<file path="config.mk">
export PLATFORM = sky130hd
export DESIGN_NAME = disp_seq_ctrl
export DESIGN_NICKNAME = d
export VERILOG_FILES = /design/src/rtl/calc_pkg.sv /design/src/rtl/bin2bcd_seq.sv /design/src/rtl/disp_seq_ctrl.sv
export SDC_FILE = /design/constraint.sdc
export NUM_CORES = 1
export LEC_CHECK = 0
export ABC_AREA = 1
export CORE_UTILIZATION = 28
export DETAILED_ROUTE_END_ITERATION = 10
export PLACE_DENSITY = 0.54
export SETUP_SLACK_MARGIN = 0.4
export SYNTH_ARGS = -nofsm -noshare
export SYNTH_HDL_FRONTEND = slang
export SYNTH_SLANG_ARGS = --single-unit
</file>
<file path="constraint.sdc">
create_clock -name clock -period 3.85 [get_ports clock]
set_clock_uncertainty 0.15 [all_clocks]
set_input_delay 1.155 -clock clock [delete_from_list [all_inputs] [get_ports clock]]
set_output_delay 1.155 -clock clock [all_outputs]
set_load 0.01 [all_outputs]
</file>
<file path="src/rtl/calc_pkg.sv">
// Shared constants for the calculator core and its display sequencer.
// Holds the sequencer state codes, display special codes and status encodings.
package calc_pkg;

    typedef logic [1:0] state_t;

    localparam state_t IDLE = 2'd0;
    localparam state_t CONV = 2'd1;
    localparam state_t SCAN = 2'd2;
    localparam state_t DONE = 2'd3;

    localparam logic [3:0] BLANK_CODE = 4'hA;
    localparam logic [3:0] OVF_CODE   = 4'hF;

    localparam logic [1:0] STATUS_ERR   = 2'b00;
    localparam logic [1:0] STATUS_BUSY  = 2'b01;
    localparam logic [1:0] STATUS_READY = 2'b10;

    // 10^n as a 64-bit constant; used to derive the largest displayable value.
    function automatic logic [63:0] pow10(input int unsigned n);
        logic [63:0] r;
        r = 64'd1;
        for (int unsigned i = 0; i < n; i++) begin
            r = r * 64'd10;
        end
        return r;
    endfunction

endpackage

</file>
<file path="src/rtl/bin2bcd_seq.sv">
// Iterative double-dabble core: one binary bit is shifted into the BCD register per step.
// bcd_next exposes the result of the pending step so the caller can use it on the same edge.
module bin2bcd_seq #(
    parameter int unsigned VALUE_W = 27,
    parameter int unsigned NDIG    = 8
) (
    input  logic                 clock,
    input  logic                 reset,
    input  logic                 load,
    input  logic                 step,
    input  logic [VALUE_W-1:0]   value,
    output logic [4*NDIG-1:0]    bcd,
    output logic [4*NDIG-1:0]    bcd_next
);

    logic [VALUE_W-1:0] sh_q;
    logic [VALUE_W-1:0] sh_next;
    logic [4*NDIG-1:0]  bcd_q;
    logic [4*NDIG-1:0]  adj;

    always_comb begin
        adj = bcd_q;
        for (int i = 0; i < int'(NDIG); i++) begin
            if (bcd_q[4*i +: 4] >= 4'd5) begin
                adj[4*i +: 4] = bcd_q[4*i +: 4] + 4'd3;
            end
        end
        // Bits carried out of the top digit are dropped; the caller flags that case as overflow.
        {bcd_next, sh_next} = {adj, sh_q} << 1;
    end

    always_ff @(posedge clock or negedge reset) begin
        if (!reset) begin
            sh_q  <= '0;
            bcd_q <= '0;
        end else if (load) begin
            sh_q  <= value;
            bcd_q <= '0;
        end else if (step) begin
            sh_q  <= sh_next;
            bcd_q <= bcd_next;
        end
    end

    assign bcd = bcd_q;

endmodule

</file>
<file path="src/rtl/disp_seq_ctrl.sv">
// Display sequencer: captures a binary result, converts it to BCD and scans the digits
// onto the data/pos bus with a fixed-latency start/done handshake.
module disp_seq_ctrl
    import calc_pkg::*;
#(
    parameter int unsigned VALUE_W  = 27,
    parameter int unsigned NDIG     = 8,
    parameter int unsigned LZ_BLANK = 1
) (
    input  logic               clock,
    input  logic               reset,
    input  logic               start,
    input  logic               abort,
    input  logic [VALUE_W-1:0] value,
    output logic               busy,
    output logic               done,
    output logic               valid,
    output logic [3:0]         data,
    output logic [3:0]         pos,
    output logic               ovf
);

    localparam int unsigned CNT_W   = $clog2(VALUE_W + 1);
    localparam logic [63:0] MAX_VAL = pow10(NDIG) - 64'd1;

    state_t             state_q, state_d;
    logic [CNT_W-1:0]   cnt_q, cnt_d;
    logic               busy_q, busy_d;
    logic               done_q, done_d;
    logic               valid_q, valid_d;
    logic [3:0]         data_q, data_d;
    logic [3:0]         pos_q, pos_d;
    logic               ovf_q, ovf_d;
    logic               load, step;
    logic               value_ovf;
    logic [4*NDIG-1:0]  bcd, bcd_next;

    bin2bcd_seq #(
        .VALUE_W (VALUE_W),
        .NDIG    (NDIG)
    ) u_bin2bcd (
        .clock    (clock),
        .reset    (reset),
        .load     (load),
        .step     (step),
        .value    (value),
        .bcd      (bcd),
        .bcd_next (bcd_next)
    );

    assign value_ovf = 64'(value) > MAX_VAL;

    // Display code for one digit, applying overflow fill and leading-zero blanking.
    function automatic logic [3:0] scan_digit(input logic [4*NDIG-1:0] b,
                                              input logic [3:0]        idx,
                                              input logic              is_ovf);
        int         msd;
        logic [3:0] d;
        msd = 0;
        for (int i = 0; i < int'(NDIG); i++) begin
            if (b[4*i +: 4] != 4'd0) begin
                msd = i;
            end
        end
        d = b[4*idx +: 4];
        if (is_ovf) begin
            return OVF_CODE;
        end else if (LZ_BLANK != 0 && idx != 4'd0 && int'(idx) > msd) begin
            return BLANK_CODE;
        end
        return d;
    endfunction

    always_comb begin
        state_d = state_q;
        cnt_d   = cnt_q;
        busy_d  = busy_q;
        done_d  = 1'b0;
        valid_d = 1'b0;
        data_d  = 4'd0;
        pos_d   = 4'd0;
        ovf_d   = ovf_q;
        load    = 1'b0;
        step    = 1'b0;

        case (state_q)
            IDLE: begin
                if (start && !abort) begin
                    load    = 1'b1;
                    state_d = CONV;
                    cnt_d   = '0;
                    busy_d  = 1'b1;
                    ovf_d   = value_ovf;
                end
            end
            CONV: begin
                if (abort) begin
                    state_d = IDLE;
                    busy_d  = 1'b0;
                end else begin
                    step  = 1'b1;
                    cnt_d = cnt_q + CNT_W'(1);
                    if (cnt_q == CNT_W'(VALUE_W - 1)) begin
                        // Last iteration: present digit 0 from the just-finished result.
                        state_d = SCAN;
                        valid_d = 1'b1;
                        pos_d   = 4'd0;
                        data_d  = scan_digit(bcd_next, 4'd0, ovf_q);
                    end
                end
            end
            SCAN: begin
                if (abort) begin
                    state_d = IDLE;
                    busy_d  = 1'b0;
                end else if (pos_q == 4'(NDIG - 1)) begin
                    state_d = DONE;
                    done_d  = 1'b1;
                    busy_d  = 1'b0;
                end else begin
                    valid_d = 1'b1;
                    pos_d   = pos_q + 4'd1;
                    data_d  = scan_digit(bcd, pos_q + 4'd1, ovf_q);
                end
            end
            DONE: begin
                state_d = IDLE;
                busy_d  = 1'b0;
            end
            default: begin
                state_d = IDLE;
                busy_d  = 1'b0;
            end
        endcase
    end

    always_ff @(posedge clock or negedge reset) begin
        if (!reset) begin
            state_q <= IDLE;
            cnt_q   <= '0;
            busy_q  <= 1'b0;
            done_q  <= 1'b0;
            valid_q <= 1'b0;
            data_q  <= 4'd0;
            pos_q   <= 4'd0;
            ovf_q   <= 1'b0;
        end else begin
            state_q <= state_d;
            cnt_q   <= cnt_d;
            busy_q  <= busy_d;
            done_q  <= done_d;
            valid_q <= valid_d;
            data_q  <= data_d;
            pos_q   <= pos_d;
            ovf_q   <= ovf_d;
        end
    end

    assign busy  = busy_q;
    assign done  = done_q;
    assign valid = valid_q;
    assign data  = data_q;
    assign pos   = pos_q;
    assign ovf   = ovf_q;

endmodule

</file>
==> impl_metrics.json <==
{
  "outcome": "finished, final reports clean",
  "worst_path_dominant_cell_family": "buffers and inverters",
  "number_of_hold_buffers_added_after_cts": 0,
  "grt_first_pass_wirelength_mm": 18.9,
  "synth.lib_cells_used.distinct": 35,
  "fin_util_pct": 34.7,
  "cts_max_level": 3,
  "final.min_clock_period_ns": 2.76,
  "floorplan.core_area_sq_um": 16100,
  "worst_setup_path_startpoint": "abort",
  "via_count_of_the_first_global_routing_pass": 4003,
  "post_cts_resize_count": 0,
  "critPathLaunchType": "primary input",
  "post-dp-hpwl_mm": 7.93,
  "synth_seq_area_share_pct": 41.7,
  "syn2layout_area_growth_pct": 19.3,
  "cts_tree": "done",
  "ir_worst_vdd_uv": 243,
  "drt_drc_violations_left": 0,
  "fmax_mhz": 362,
  "unrepaired_setup_endpoints_after_global_routing": "false",
  "crit_buf_inv": 3,
  "setup-violations-final": 0,
  "die-height_microns": 131,
  "drt-vias-per-instance": 4.79,
  "ys.warnings.count": 0,
  "worst-slew-pin-transition_ns": 1.02,
  "timing.critical_path.slowest_stage_cell": "clkdlybuf4s50_1",
  "critical_path.most_common_cell": "inv_2",
  "cts_post_setup_buffers_inserted": 0,
  "drt_pass1_iterations": 4,
  "end_kind": "flip-flop",
  "worst_hold_path_startpoint": "u_bin2bcd.sh_q[25]",
  "leakage_nw": 2.57,
  "syn-instance-count": 594,
  "drv_cap": 0,
  "final_common_cell": "nand2_1",
  "die_w_microns": 131,
  "worstPathArrival_ns": 2.87,
  "insertion_delay_ns": 0.34,
  "floorplan.rows": 46,
  "ant_nets": 0,
  "worst-path-max-fanout": 33,
  "initial_antenna_violation_count": 0,
  "hold_path_class": "reg2reg",
  "port_buffers": 42,
  "postSynthRegisterBits": 78,
  "start_util_pct": 29.1,
  "cp_data_required_time_ns": 3.96,
  "final_min_period_over_clock_period_pct": 71.7,
  "most-common-layout-cells": "129 x nand2_1, 91 x inv_1, 78 x dfrtp_1",
  "path_clk_slew_ns": 0.06,
  "gp_congestion": 0.749,
  "routedWlPerCell_microns": 12.9,
  "cts.sinks": 78,
  "critPathMaxStageDelay_ns": 0.63,
  "drt_iter0_markers": 219,
  "clock_tree.buffer_depth": 2,
  "wirelength_mm": 11.0,
  "count_of_boundary_i_o_pins": 43,
  "groute.usage.overall_pct": 13.4,
  "power_density_nw_per_um2": 744,
  "globalRouteOverflowTotal": 0,
  "post_synth_instance_area_sq_um": 4680,
  "syn-mean-instance-area_sq_um": 7.88,
  "r2r-start": "u_bin2bcd.bcd[20]",
  "antenna_cells_inserted": 0,
  "final-hold-violation-count": 0,
  "die-area_sq_um": 17200,
  "path_class": "in2reg",
  "largest_net_degree_at_the_start_of_global_routing": 79,
  "cts_inserted_buffers": 9,
  "routed_vias": 4094,
  "slew-limit-headroom_pct": 32.2,
  "slew_viol_final": 0,
  "drive_gt1_share_pct": 6.89,
  "totalNegativeSetupSlack_ns": 0,
  "syn_nets": 652,
  "ctsRootBufferMaster": "clkbuf_16",
  "num-nets-final": 692,
  "crit_chain": "clkdlybuf4s50_1, inv_2, nand3_4, nand2_4, inv_2, o21ai_0, o22ai_1"
}
-- kinds of logic after synthesis --
logic type | after synthesis | synth area share [%]
compound gates | 141 | 18.6
xor+xnor | 2 | 0.374
fa+ha+maj | 27 | 7.22
buf+inv | 114 | 10.2
flops | 78 | 41.7
simple gates | 232 | 21.9
-- final cells by class --
cell class                 instances  area [sq um]
sequential                        78          1950
clock inverter                     5          58.8
fill                            1706         10500
clock buffer                      11           243
multi-input combinational        402          2250
inverter                          97           364
timing repair buffer              46           448
tap                              216           270
-- Yosys cell counts (all sizes together) --
cell	n	area, sq um
a21oi	17	92.6
a22oi	4	30.0
and2	1	6.26
and3	1	6.26
buf	17	115
dfrtp	78	1950
ha	27	338
inv	97	364
nand2	135	537
nand3	41	218
nand4	6	37.5
nor2	36	143
nor3	11	71.3
nor3b	1	7.51
o211ai	6	45.0
o21a	1	7.51
o21ai	72	364
o21bai	1	7.51
o221ai	13	145
o22ai	20	125
o31ai	7	52.6
xor2	2	17.5
-- metal layers --
layer	vias to the layer above	wire [microns]	global-route usage [%]
li1	2059	-	-
met3	19	364	2.04
met1	1950	5100	16.8
met4	0	237	5.62
met2	66	5350	22.8
met5	-	0	0
-- worst min-delay path: stages (launching register included) --
cell	delay, ns
dfrtp_1	0.35
nand2_1	0.05
nand3_1	0.05
-- sequential cells by signal, indices dropped and copies added (netlist names) --
signal and count:
busy 1, cnt_q 5, data 4, done 1, ovf 1, pos 4, state_q 2, u_bin2bcd.bcd 32
u_bin2bcd.sh_q 27, valid 1
-- power breakdown --
part           internal (mW)  switching [mW]  leakage (nW)
logic                  0.701            1.25          1.39
registers               1.12           0.218          1.03
clock network          0.520           0.349         0.142
total                   2.34            1.81          2.57
-- through the flow --
step	instance area, sq um	total power, mW	std cells	setup WS (ns)	hold slack, ns
final	5590	4.16	855	1.09	0.340
after global routing	5590	4.55	855	0.920	0.362
after CTS	5590	4.20	855	1.09	0.341
after detailed placement	5290	3.31	839	0.720	0.326
after global placement	5290	3.23	839	0.750	0.317
after floorplan	4680	2.83	594	1.66	0.300
-- worst paths after layout --
kind / cells after the start / slack, ns / endpoint
setup / recovery: 7 / 1.09 / u_bin2bcd.bcd[25]
hold / removal: 2 / 0.34 / u_bin2bcd.sh_q[25]
setup reg to reg: 16 / 1.27 / data[2]
hold reg to reg: 2 / 0.34 / u_bin2bcd.sh_q[25]
max in group asynchronous: 1 / 2.06 / u_bin2bcd.sh_q[0]
min in group asynchronous: 1 / 0.83 / u_bin2bcd.bcd[19]
Note: power is estimated with default switching activity, not from simulation.
